$ cat config.mk
export PLATFORM = sky130hd
export DESIGN_NAME = afifo_wr_arb_flat
export DESIGN_NICKNAME = d
export VERILOG_FILES = /design/src/rtl/afifo_wr_arb_if.sv /design/src/rtl/afifo_wr_arb.sv /design/src/flat_wrapper.sv
export SDC_FILE = /design/constraint.sdc
export NUM_CORES = 1
export LEC_CHECK = 0
export CORE_AREA = 2 2 55 57
export CTS_BUF_LIST = sky130_fd_sc_hd__clkbuf_8
export CTS_CLUSTER_DIAMETER = 80
export DETAILED_ROUTE_END_ITERATION = 8
export DIE_AREA = 0 0 57 59
export GPL_TIMING_DRIVEN = 0
export PLACE_DENSITY = 0.7
export SYNTH_ARGS = -nofsm -noshare
export SYNTH_HDL_FRONTEND = slang
export SYNTH_SLANG_ARGS = --single-unit
$ cat constraint.sdc
create_clock -name i_clk -period 2.3 [get_ports i_clk]
set_input_delay 0.69 -clock i_clk [delete_from_list [all_inputs] [get_ports i_clk]]
set_output_delay 0.69 -clock i_clk [all_outputs]
set_load 0.02 [all_outputs]
$ cat src/rtl/afifo_wr_arb_if.sv
// afifo_wr_arb_if: requester and FIFO write-side bundle shared by the write-port arbiter
interface afifo_wr_arb_if #(
    parameter int NREQ  = 4,
    parameter int DSIZE = 8
);
    localparam int GW = $clog2(NREQ);
    logic [NREQ-1:0]       i_req;
    logic [NREQ*DSIZE-1:0] i_data;
    logic [NREQ-1:0]       i_last;
    logic [NREQ-1:0]       o_ack;
    logic                  o_wr;
    logic [DSIZE-1:0]      o_wdata;
    logic                  i_wfull;
    logic                  o_busy;
    logic [GW-1:0]         o_gnt_id;
    modport master (
        output i_req, i_data, i_last, i_wfull,
        input  o_ack, o_wr, o_wdata, o_busy, o_gnt_id
    );
    modport slave (
        input  i_req, i_data, i_last, i_wfull,
        output o_ack, o_wr, o_wdata, o_busy, o_gnt_id
    );
endinterface

$ cat src/rtl/afifo_wr_arb.sv
// afifo_wr_arb: round-robin burst arbiter sharing the afifo write port among NREQ requesters
module afifo_wr_arb #(
    parameter int NREQ      = 4,
    parameter int DSIZE     = 8,
    parameter int MAX_BURST = 4
) (
    input  logic           i_clk,
    input  logic           i_rst_n,
    afifo_wr_arb_if.slave  bus
);
    localparam int GW = $clog2(NREQ);
    localparam int BW = $clog2(MAX_BURST + 1);
    typedef enum logic {IDLE, BURST} state_t;
    state_t          state, state_nx;
    logic [GW-1:0]   gnt, gnt_nx, rr_ptr, rr_nx, sel;
    logic [BW-1:0]   beat_cnt, beat_nx;
    logic            found, busy, xfer, rel, last_beat;
    always_ff @(posedge i_clk) begin
        if (!i_rst_n) begin
            state    <= IDLE;
            gnt      <= '0;
            rr_ptr   <= '0;
            beat_cnt <= '0;
        end else begin
            state    <= state_nx;
            gnt      <= gnt_nx;
            rr_ptr   <= rr_nx;
            beat_cnt <= beat_nx;
        end
    end
    // reset gates the outputs combinationally so a mid-burst reset never writes
    assign busy      = i_rst_n & (state == BURST);
    assign xfer      = busy & bus.i_req[gnt] & ~bus.i_wfull;
    assign last_beat = bus.i_last[gnt] | (beat_cnt == BW'(MAX_BURST - 1));
    assign rel       = busy & (~bus.i_req[gnt] | (xfer & last_beat));
    always_comb begin
        state_nx = state;
        gnt_nx   = gnt;
        rr_nx    = rr_ptr;
        beat_nx  = beat_cnt;
        sel      = '0;
        found    = 1'b0;
        for (int i = 0; i < NREQ; i++)
            if (!found && bus.i_req[(int'(rr_ptr) + i) % NREQ]) begin
                found = 1'b1;
                sel   = GW'((int'(rr_ptr) + i) % NREQ);
            end
        if (state == IDLE && found) begin
            state_nx = BURST;
            gnt_nx   = sel;
            beat_nx  = '0;
        end
        if (xfer)
            beat_nx = beat_cnt + 1'b1;
        if (rel) begin
            state_nx = IDLE;
            rr_nx    = (gnt == GW'(NREQ - 1)) ? '0 : gnt + 1'b1;
        end
    end
    assign bus.o_wr     = xfer;
    assign bus.o_ack    = {{(NREQ-1){1'b0}}, xfer} << gnt;
    assign bus.o_wdata  = busy ? bus.i_data[int'(gnt)*DSIZE +: DSIZE] : '0;
    assign bus.o_busy   = busy;
    assign bus.o_gnt_id = busy ? gnt : '0;
endmodule

$ cat src/flat_wrapper.sv
// flat-port wrapper written by rule: the top's interface ports become plain ports
module afifo_wr_arb_flat 
#(
    parameter int NREQ      = 4,
    parameter int DSIZE     = 8,
    parameter int MAX_BURST = 4
)
  (i_clk, i_rst_n, bus_i_req, bus_i_data, bus_i_last, bus_i_wfull, bus_o_ack, bus_o_wr, bus_o_wdata, bus_o_busy, bus_o_gnt_id);
  afifo_wr_arb_if #(.NREQ(NREQ), .DSIZE(DSIZE)) bus_i ();
  input  logic i_clk;
  input  logic i_rst_n;
  input wire logic [$bits(bus_i.i_req)-1:0] bus_i_req;
  input wire logic [$bits(bus_i.i_data)-1:0] bus_i_data;
  input wire logic [$bits(bus_i.i_last)-1:0] bus_i_last;
  input wire logic [$bits(bus_i.i_wfull)-1:0] bus_i_wfull;
  output wire logic [$bits(bus_i.o_ack)-1:0] bus_o_ack;
  output wire logic [$bits(bus_i.o_wr)-1:0] bus_o_wr;
  output wire logic [$bits(bus_i.o_wdata)-1:0] bus_o_wdata;
  output wire logic [$bits(bus_i.o_busy)-1:0] bus_o_busy;
  output wire logic [$bits(bus_i.o_gnt_id)-1:0] bus_o_gnt_id;
  assign bus_i.i_req = bus_i_req;
  assign bus_i.i_data = bus_i_data;
  assign bus_i.i_last = bus_i_last;
  assign bus_i.i_wfull = bus_i_wfull;
  assign bus_o_ack = bus_i.o_ack;
  assign bus_o_wr = bus_i.o_wr;
  assign bus_o_wdata = bus_i.o_wdata;
  assign bus_o_busy = bus_i.o_busy;
  assign bus_o_gnt_id = bus_i.o_gnt_id;
  afifo_wr_arb #(.NREQ(NREQ), .DSIZE(DSIZE), .MAX_BURST(MAX_BURST)) u_core (.i_clk(i_clk), .i_rst_n(i_rst_n), .bus(bus_i));
endmodule
==> summary.md <==
Buffers inserted during clock tree synthesis total 3. After detailed routing, the number of remaining DRC violations is 0. The first global-routing pass estimated 4130 µm of wire.

Dividing the final minimum period by the clock period gives 107%. Summed over all cells, the static leakage comes to 0.763 nW. Number of antenna violations at the first check in global routing: 0. Number of distinct library cells after synthesis: 32.

In this run the tightest slew margin relative to its limit is 69.4%. The detail-routed via count per cell came out at 4.88. At the end of routability-driven placement, the weighted congestion stood at 0.771.

The proportion of power drawn by combinational gates was 44.9%. Summing all multi-input logic gate instances after layout gives 637 µm². The area added between synthesis and finish was 93.5%.

The signal on the critical path passes through buf_8 > mux4_2 > nand3b_4 > inv_4 > and3_4 > buf_6. By area the synthesized netlist is led by sky130_fd_sc_hd__dfxtp_1 19%, sky130_fd_sc_hd__mux4_1 16%, sky130_fd_sc_hd__mux4_2 11%, sky130_fd_sc_hd__and2_1 6.0%, sky130_fd_sc_hd__mux2i_1 4.8%. The share of total power dissipated in sequential elements is 26.6%.

The non-filler instance count after layout is 195. The number of violations of the max-capacitance limit was 0; the layout net count was 212. Of the total synthesized cell area, the portion taken by AND, OR, NAND and NOR gates is 25.7%. The final setup slack of the worst path was -150 ps.

In the synthesized netlist the dominant register cell turns out to be sky130_fd_sc_hd__dfxtp_1. The cell count after synthesis came out at 89. The share of the synthesized area in compound gates (AO/OA/AOI/OAI) is 12.5%.

The endpoint arrival time on the critical path is 1760 ps. STA classifies the critical path startpoint as an input port. The number of placement rows was 19; the routed wire length per instance was 13.3 µm.

Fill cells in the final layout number 242. After floorplanning, the core was sized to cover 2710 µm². The biggest cell delay along the critical path came out at 520 ps.

The flow ran to the end, but the final reports show violations. For this run the aggregate overflow at the end of global routing stands at 0. Clock-pin slew of the registers on the worst-case setup and hold paths: 40 ps.

The die is 57 µm wide. The count of buffers added on input and output ports is 58. Post-layout minimum cycle time: 2450 ps.

The portion of synthesized area spent on multiplexers is 31.1%. The transition at the pin with the smallest max-transition slack came out at 454 ps. The layout cell share with drive strength beyond 1 works out to 47.6%. Of the post-synthesis cell area, the dominant cell type holds 19.0%. Summing internal, switching and leakage power gives 0.601 mW.

The internal portion of the total power is 0.431 mW. The worst-skew pair later-pin latency is 230 ps. Height of the die: 59 µm. Of all nets on the critical path, the largest fanout is 4. Synthesis inferred 8 register bits.

The worst-case IR drop observed on VDD is 0.382 mV. For the number of instances in the placed design, the log shows 178. 0 antenna diodes ended up in the layout.

The worst setup path is captured at a primary output. Setup violations remaining at the end of the flow were counted as 8. TritonCTS built the clock tree. For the area of all placed cells without fillers, the log shows 1630 µm². Maximum level of the CTS H-tree: 1.

By area, the combinational part of the netlist is dominated by multiplexers. The final clock skew is 1.08 ps. The biggest area contributor in the post-synthesis netlist is sky130_fd_sc_hd__dfxtp_1.

The worst min-delay path class was reg -> reg. The clock network accounts for 28.5% of the total power. Ranked by instance count, the synthesized netlist is headed by 8 x sky130_fd_sc_hd__and2_1, 8 x sky130_fd_sc_hd__dfxtp_1, 8 x sky130_fd_sc_hd__nor2_1, 7 x sky130_fd_sc_hd__inv_1, 7 x sky130_fd_sc_hd__nand2_1. The synthesized netlist devotes 4.46% of its cell area to adder and majority cells. The logs give 0 for the final count of pins violating max slew and 2 for the maximum buffer depth of the clock tree.

The run gives 408 MHz as the achievable clock frequency. The die covers 3360 µm². The logs give 135 for the net count after synthesis and 1470 µm² for the cell area reported after detailed placement. The cell at the root of the clock tree is sky130_fd_sc_hd__clkbuf_8. Global routing consumed, over all layers together, 15.8% of the routing resources. Data required time of the worst path: 1610 ps.

Setup repair after global routing could not meet its margin everywhere. The wire length after detailed routing was 2600 µm; the largest net degree at the start of global routing was 11. The final reports fail on setup timing.

The cell area that synthesis handed to floorplanning was 841 µm². The share of the Yosys chip area taken by registers is 19.0%. The switching power as a share of total power came out at 28.3%.

Across all layers, the routed design uses 952 vias. Yosys printed 0 warnings. Summed over all nets, the switching power comes to 0.170 mW. Final hold violation count: 0. After Yosys synthesis, XOR and XNOR cells account for 0% of the synthesized area.

Each instance of the synthesized netlist takes up on average 9.45 µm². Dividing total power by cell area gives a power density of 369 nW/µm². The initial core utilization was 31.0%; the number of nets with antenna violations after routing was 0.

Summing all flip-flop and latch instances after layout gives 161 µm². Detailed placement ended at an HPWL of 1990 µm. The first detailed-routing pass took 4 iterations. In the synthesized netlist the async set-or-reset flop fraction comes to 0%. The run gives 910 as the number of global-route vias before repair. The count of clock tree sinks is 8, and the violation count after the first detailed-route iteration is 27.

Category of the critical setup timing path: in -> out. The cell with the largest stage delay on the worst path is sky130_fd_sc_hd__mux4_2. Pin placement for this block handled 59 I/O pins. Yosys mapped a number of flops with a built-in enable equal to 0.
timing repair:
item                       in CTS  in global routing
hold buffers                    0                  0
setup endpoints to repair      16                 15
gates resized for setup       196                 16
buffers inserted                8                  6
pin swaps                      10                  2
registers in the layout, summed over array words and instances, names as in the netlist:
name	count
u_core.beat_cnt	3
u_core.gnt	2
u_core.rr_ptr	2
u_core.state	1
path summary, 6_finish.rpt:
check	from	to	slack, ps	cells after the start
min	u_core.beat_cnt[1]	u_core.beat_cnt[1]	490	2
max reg2reg	u_core.gnt[0]	u_core.beat_cnt[2]	440	9
max	bus_i_req[3]	bus_o_ack[3]	-150	6
min reg2reg	u_core.beat_cnt[1]	u_core.beat_cnt[1]	490	2
placed cells by master (no fill, tap or decap), types with 2 or more instances in the layout:
cell,count
sky130_fd_sc_hd__and2_4,8
sky130_fd_sc_hd__clkbuf_2,9
sky130_fd_sc_hd__clkbuf_8,3
sky130_fd_sc_hd__buf_4,15
sky130_fd_sc_hd__clkdlybuf4s50_1,4
sky130_fd_sc_hd__buf_8,3
sky130_fd_sc_hd__mux4_2,9
sky130_fd_sc_hd__ha_1,3
sky130_fd_sc_hd__a211o_1,2
sky130_fd_sc_hd__mux2i_1,4
sky130_fd_sc_hd__inv_4,2
sky130_fd_sc_hd__inv_1,6
sky130_fd_sc_hd__a21oi_1,2
sky130_fd_sc_hd__o21a_1,2
sky130_fd_sc_hd__nor2_1,7
sky130_fd_sc_hd__buf_6,16
sky130_fd_sc_hd__or2_2,2
sky130_fd_sc_hd__clkdlybuf4s15_1,24
sky130_fd_sc_hd__dfxtp_1,7
sky130_fd_sc_hd__dlygate4sd2_1,3
sky130_fd_sc_hd__nand2_1,6
sky130_fd_sc_hd__o221ai_1,2
sky130_fd_sc_hd__a21boi_0,3
sky130_fd_sc_hd__and3_1,4
power groups by stage:
| stage | clock network (mW) | registers (mW) | logic [mW] |
|---|---|---|---|
| 2_1_floorplan | 0 | 0.158 | 0.122 |
| 3_3_place_gp | 0 | 0.160 | 0.235 |
| 3_5_place_dp | 0 | 0.160 | 0.237 |
| 4_1_cts | 0.175 | 0.159 | 0.260 |
| 5_1_grt | 0.185 | 0.160 | 0.291 |
| 6_report | 0.171 | 0.160 | 0.270 |
per-stage QoR:
stage	utilization, %	setup slack [ps]	TNS [ps]	hold WS [ps]
floorplan	-	-68.7	-68.7	458
detailed placement	54.3	-1020	-12150	492
CTS	59.4	-156	-522	499
finish	60.0	-150	-629	493
global route	60.0	-174	-940	523
global placement	54.3	-1010	-11790	466
critical path, delay by kind of cell:
kind,cells,cell delay (ps)
multiplexers,1,520
buffers and inverters,3,250
AND/OR/NAND/NOR,2,300
kinds of logic (layout without fill, tap and decap cells):
group	Yosys count	count (layout)
buf+inv	13	88
mux	13	13
flops	8	8
simple gates	38	38
compound gates	14	14
fa+ha+maj	3	3
area by class of cell:
type	instances	share of cell area, %
flip-flops and latches	8	9.92
inverters	8	2.15
plain buffers	5	3.00
multi-input cells	68	39.2
well taps	31	2.38
repair buffers	72	40.8
clock buffers	3	2.54
per-layer routing:
metal,wire length [µm],global-route usage [%],vias to the layer above
li1,-,-,474
met1,1100,19.8,443
met2,1310,27.6,33
met3,179,3.71,2
met4,7,3.99,0
met5,0,0,-
(Power assumes the default switching activity.)
==> RTL change 1, RTL diff (config.mk and constraints unchanged) <==
`MAX_BURST` is set to 4 in 2 places; all go to 8.
--- a/src/rtl/afifo_wr_arb.sv
+++ b/src/rtl/afifo_wr_arb.sv
@@ -3,5 +3,5 @@
     parameter int NREQ      = 4,
     parameter int DSIZE     = 8,
-    parameter int MAX_BURST = 4
+    parameter int MAX_BURST = 8
 ) (
     input  logic           i_clk,
--- a/src/flat_wrapper.sv
+++ b/src/flat_wrapper.sv
@@ -4,5 +4,5 @@
     parameter int NREQ      = 4,
     parameter int DSIZE     = 8,
-    parameter int MAX_BURST = 4
+    parameter int MAX_BURST = 8
 )
   (i_clk, i_rst_n, bus_i_req, bus_i_data, bus_i_last, bus_i_wfull, bus_o_ack, bus_o_wr, bus_o_wdata, bus_o_busy, bus_o_gnt_id);
Function: changed (a bounded check fails within 10 cycles, from zero or initial values and one cycle with i_rst_n low).
==> RTL change 1 against the unedited design <==
The flow still finishes with violations (negative setup slack); routed wire length rose by 31%; final area up 9.5%; synthesized area up 9.1%; setup slack improved by 8.6 ps; via count increased by 17%; total power grew 20%; sequential cell count grew 1; register-to-register slack better by 100 ps; global-route usage rose by 5.2 points; worst hold slack worse by 8.0 ps; critical endpoint unchanged; largest power group unchanged; highest routed layer unchanged.
==> RTL change 1: results (changes against the unedited design) <==
metric,value,unit,change
rrSetupSlack,540,ps,+100 ps
setup_ws,-142,ps,+8.56 ps
num_vias,1112,,+17%
min-delay-start,u_core.beat_cnt[2]$_SDFFE_PN0P_,,
routed_wl,3420,um,+31%
root_buffer,clkbuf_8,,
post-place-ws,-1180,ps,-155 ps
drive_gt1_share,46.9,%,-0.70 points
timing.rr.end,u_core.state$_SDFFE_PP0P_,,
n_antenna_cell,0,,unchanged
leakage,0.786,nW,+2.9%
yosysUniqueCellTypes,38,,+19%
setup_viol,5,,-3
ys_top_cells_by_count,"nor2b_1 (11), dfxtp_1 (9), mux4_1 (6), nand2_1 (6)",,
fin_setup_tns,-643,ps,-14.3 ps
wl_met1,1490,um,+36%
wl_met2,1570,um,+20%
synth-seq-area-share,19.6,%,+0.60 points
whs_endpoint,u_core.beat_cnt[2]$_SDFFE_PN0P_,,
syn_nets,141,,+4.4%
io_buffers,58,,unchanged
reg2regPathDepth,6,,-3
grt_max_degree,11,,unchanged
place.gp.congestion,0.855,,+11%
insertion_delay,230,ps,about the same
status,finished with violations,,
crit_fanout,3,,-1
nets,221,,+4.2%
detail_route.iter0.violations,64,,+140%
hold_depth,1,,-1
violations,negative setup slack,,
dp_hpwl,2520,um,+26%
finClkSkew,0.929,ps,-0.152 ps
met3_usage,4.37,%,+0.66 points
antenna_found_initial,0,,unchanged
slew_headroom,57.4,%,-12 points
routed-wl-met3,325,um,+82%
cts-htree-levels,1,,unchanged
fin_hold_ws,485,ps,-8.03 ps
grt_pass1_wl,5470,um,+33%
worstPathArrival,1750,ps,
grt_util_met1,29.5,%,+9.8 points
met2_usage,32.8,%,+5.3 points
irDropWorstVdd,0.350,mV,-8.5%
top_regs,"u_core.beat_cnt x4, u_core.gnt x2, u_core.rr_ptr x2",,
crit_end,bus_o_ack[3],,
hold_path_class,reg -> reg,,
grt_usage,21.0,%,+5.2 points
synth_area_leaders,"dfxtp_1 (20%), mux4_1 (17%), mux4_2 (9.8%)",,
## RTL change 1: changes by cell type in the layout (fill, tap and decap cells not counted), sizes merged, moves of 2 or more
cell    before  now
mux2i        4    1
a21boi       3    1
and2         8    0
nor2b        1   11
a211o        2    0
a21oi        3    7
nand3        1    5
o21a         2    0
buf         35   39
nor2         8    5
nand4        0    3
## RTL change 1: cells by family (layout without fill, tap and decap cells)
logic type	after synthesis	after routing	synth area share (%)
flops	9	9	19.6
mux	11	11	28.1
fa+ha+maj	2	2	2.73
xor+xnor	1	1	0.955
simple gates	45	45	29.3
buf+inv	12	91	6.14
compound gates	16	16	13.1
## RTL change 1: timing repair
action	CTS	global route
setup buffers	13	4
resized for setup	202	20
cloned	1	0
pin swaps	2	3
endpoints found under the setup margin	16	13
## RTL change 1: final cells by class
type	count	area (sq um)
tap	31	38.8
buffer	5	62.6
inverter	6	25.0
fill	213	928
multi-input combinational	75	716
clock inverter	1	3.75
timing repair buffer	76	711
clock buffer	3	41.3
sequential	9	184
## RTL change 1: per-stage QoR
| step | util (%) | cell area [sq um] | instances | total power [mW] |
|---|---|---|---|---|
| after floorplan | - | 932 | 96 | 0.348 |
| after global placement | 57.2 | 1550 | 185 | 0.472 |
| after detailed placement | 57.2 | 1550 | 185 | 0.480 |
| after CTS | 64.7 | 1750 | 203 | 0.712 |
| after global routing | 65.7 | 1780 | 206 | 0.756 |
| final | 65.7 | 1780 | 206 | 0.719 |
## RTL change 1: report_power, final
group | internal, mW | switching (mW)
Clock | 0.116 | 0.0647
Combinational | 0.207 | 0.139
Sequential | 0.170 | 0.0214
==> RTL change 2, RTL diff (same flow settings) <==
Without the edit above. Reset style: asynchronous (`i_rst_n`), changed in one clocked block.
--- a/src/rtl/afifo_wr_arb.sv
+++ b/src/rtl/afifo_wr_arb.sv
@@ -16,5 +16,5 @@
     logic [BW-1:0]   beat_cnt, beat_nx;
     logic            found, busy, xfer, rel, last_beat;
-    always_ff @(posedge i_clk) begin
+    always_ff @(posedge i_clk or negedge i_rst_n) begin
         if (!i_rst_n) begin
             state    <= IDLE;
Check against the original RTL: no difference found for any inputs over 10 cycles, from zero or initial values and one cycle with i_rst_n low; that may be too few to reach the edited logic, so the function may still have changed.
==> RTL change 2 against the unedited design <==
Fmax up 6.5%; setup slack better by 150 ps; the run still ends with negative setup slack left; synthesized area up 1.8%; critical path type is now reg -> out; highest routed layer is now met3; non-clock buffer count down 5; final area down 0.85%; worst hold slack worse by 240 ps; sequential cell count unchanged; cell count down 5.1%; routed wire length up 14%; sequential share of layout area up 2.6 points; critical endpoint is now bus_o_wdata[2]; register-to-register slack better by 80 ps.
Power is not compared: it rests on default switching activity, and its combinational part moved more than twofold at a synthesized area within 25%.
==> RTL change 2: results (changes against the unedited design) <==
metric,value,unit,change
status,finished with violations,,
violations,negative setup slack,,
finalNonFillerCells,185,,-5.1%
path_clk_slew,40,ps,about the same
setup_viol,1,,-7
nets,202,,-4.7%
syn_avg_cell_area,10.1,sq um,+6.6%
synth_area_leaders,"dfrtp_1 (23%), mux4_1 (15%), mux4_2 (11%)",,
placed_cells,174,,-2.2%
first_pass_iters,4,,unchanged
finClkSkew,2.92,ps,+1.84 ps
reg2regPathDepth,6,,-3
yosysUniqueCellTypes,29,,-9.4%
grt_pass1_vias,1012,,+11%
place.gp.congestion,0.820,,+6.3%
worstPathArrival,1610,ps,-150 ps
setup_ws,-0.471,ps,+150 ps
routed_wl,2970,um,+14%
ys_async_sr_fraction,100,%,+100 points
nFillCells,254,,+5.0%
detail_route.iter0.violations,48,,+78%
grt_max_degree,12,,+1
cts-htree-levels,1,,unchanged
synth-main-ff-cell,dfrtp_1,,
crit_fanout,6,,+2
post-place-ws,-1240,ps,-219 ps
vias_per_cell,5.05,,+3.5%
slowest_delay,480,ps,-40 ps
numCtsBuffers,3,,unchanged
clockBufferDepth,2,,unchanged
synth-seq-area-share,23.4,%,+4.3 points
ys_top_cells_by_count,"nand2_1 (10), nor2b_1 (9), dfrtp_1 (8), inv_1 (6), mux2i_1 (6)",,
irDropWorstVdd,0.622,mV,
slew_headroom,78.1,%,+8.6 points
dp_hpwl,2260,um,+13%
drive_gt1_share,36.4,%,-11 points
n_antenna_cell,0,,unchanged
syn_nets,131,,-3.0%
grt_usage,18.6,%,+2.8 points
crit_family,multiplexers,,
hold_path_class,in -> async,,
root_buffer,clkbuf_8,,
grt_pass1_wl,4840,um,+17%
-- RTL change 2: cell count changes in the layout (fill, tap and decap cells not counted), sizes merged, moves of 6 or more --
cell and change:
dfrtp +8, clkdlybuf4s15 +7, and2 -8, nor2b +8, clkbuf -7, dfxtp -8, buf -6
-- RTL change 2: per-stage QoR --
step | utilization [%] | cell area (sq um) | TNS (ps)
global route | 59.5 | 1610 | -467
finish | 59.5 | 1610 | -0.471
floorplan | - | 868 | 0
global placement | 54.9 | 1490 | -16710
CTS | 59.0 | 1600 | -12.2
detailed placement | 54.9 | 1490 | -17710
-- RTL change 2: report_power, final --
part           internal (mW)  switching, mW  leakage [nW]
clock network          0.113         0.0530        0.0216
logic                  0.626          0.466         0.633
registers              0.206         0.0785        0.0978
total                  0.945          0.597         0.752
-- RTL change 2: area by class of cell --
type | count | area (sq um) | area share (%)
Tap cell | 31 | 38.8 | 2.40
Sequential cell | 8 | 201 | 12.5
Timing Repair Buffer | 67 | 616 | 38.2
Clock buffer | 3 | 41.3 | 2.56
Multi-Input combinational cell | 65 | 642 | 39.8
Inverter | 6 | 22.5 | 1.40
Buffer | 5 | 51.3 | 3.18
-- RTL change 2: worst register-to-register path: cells and delay by family, from the launching register on --
kind                   cells  cell delay (ps)
muxes                      2              860
buffers and inverters      2              290
DFF                        1              350
AOI/OAI and AO/OA          1               60
and+or+nand+nor            1               90
-- RTL change 2: path summary, 6_finish.rpt --
path	from	endpoint	slack [ps]
min reg2reg	u_core.beat_cnt[0]$_DFFE_PN0P_	u_core.beat_cnt[0]$_DFFE_PN0P_	480
max	u_core.gnt[0]$_DFFE_PN0P_	bus_o_wdata[2]	-0.5
min in group i_clk	u_core.beat_cnt[0]$_DFFE_PN0P_	u_core.beat_cnt[0]$_DFFE_PN0P_	480
max in group asynchronous	i_rst_n	u_core.gnt[1]$_DFFE_PN0P_	1900
min	i_rst_n	u_core.rr_ptr[0]$_DFFE_PN0P_	260
max reg2reg	u_core.gnt[0]$_DFFE_PN0P_	u_core.rr_ptr[1]$_DFFE_PN0P_	520
-- RTL change 2: repair_timing --
item	CTS	global route
buffers inserted	7	2
gates resized for setup	183	3
setup endpoints to repair	16	14
pin swaps	2	2
-- RTL change 2: cells by family after synthesis --
kind of cell,count (synthesis),share of synthesized area [%]
simple gates,35,21.9
fa+ha+maj,3,4.39
compound gates,9,7.17
buf+inv,12,6.29
flops,8,23.4
mux,18,36.8
-- RTL change 2: routing by layer --
| metal | track usage, % | vias up | wire [um] |
|---|---|---|---|
| met5 | 0 | - | 0 |
| met4 | 3.99 | 0 | 0 |
| met3 | 4.80 | 0 | 279 |
| met2 | 31.7 | 47 | 1400 |
| met1 | 24.0 | 442 | 1290 |
| li1 | - | 446 | - |
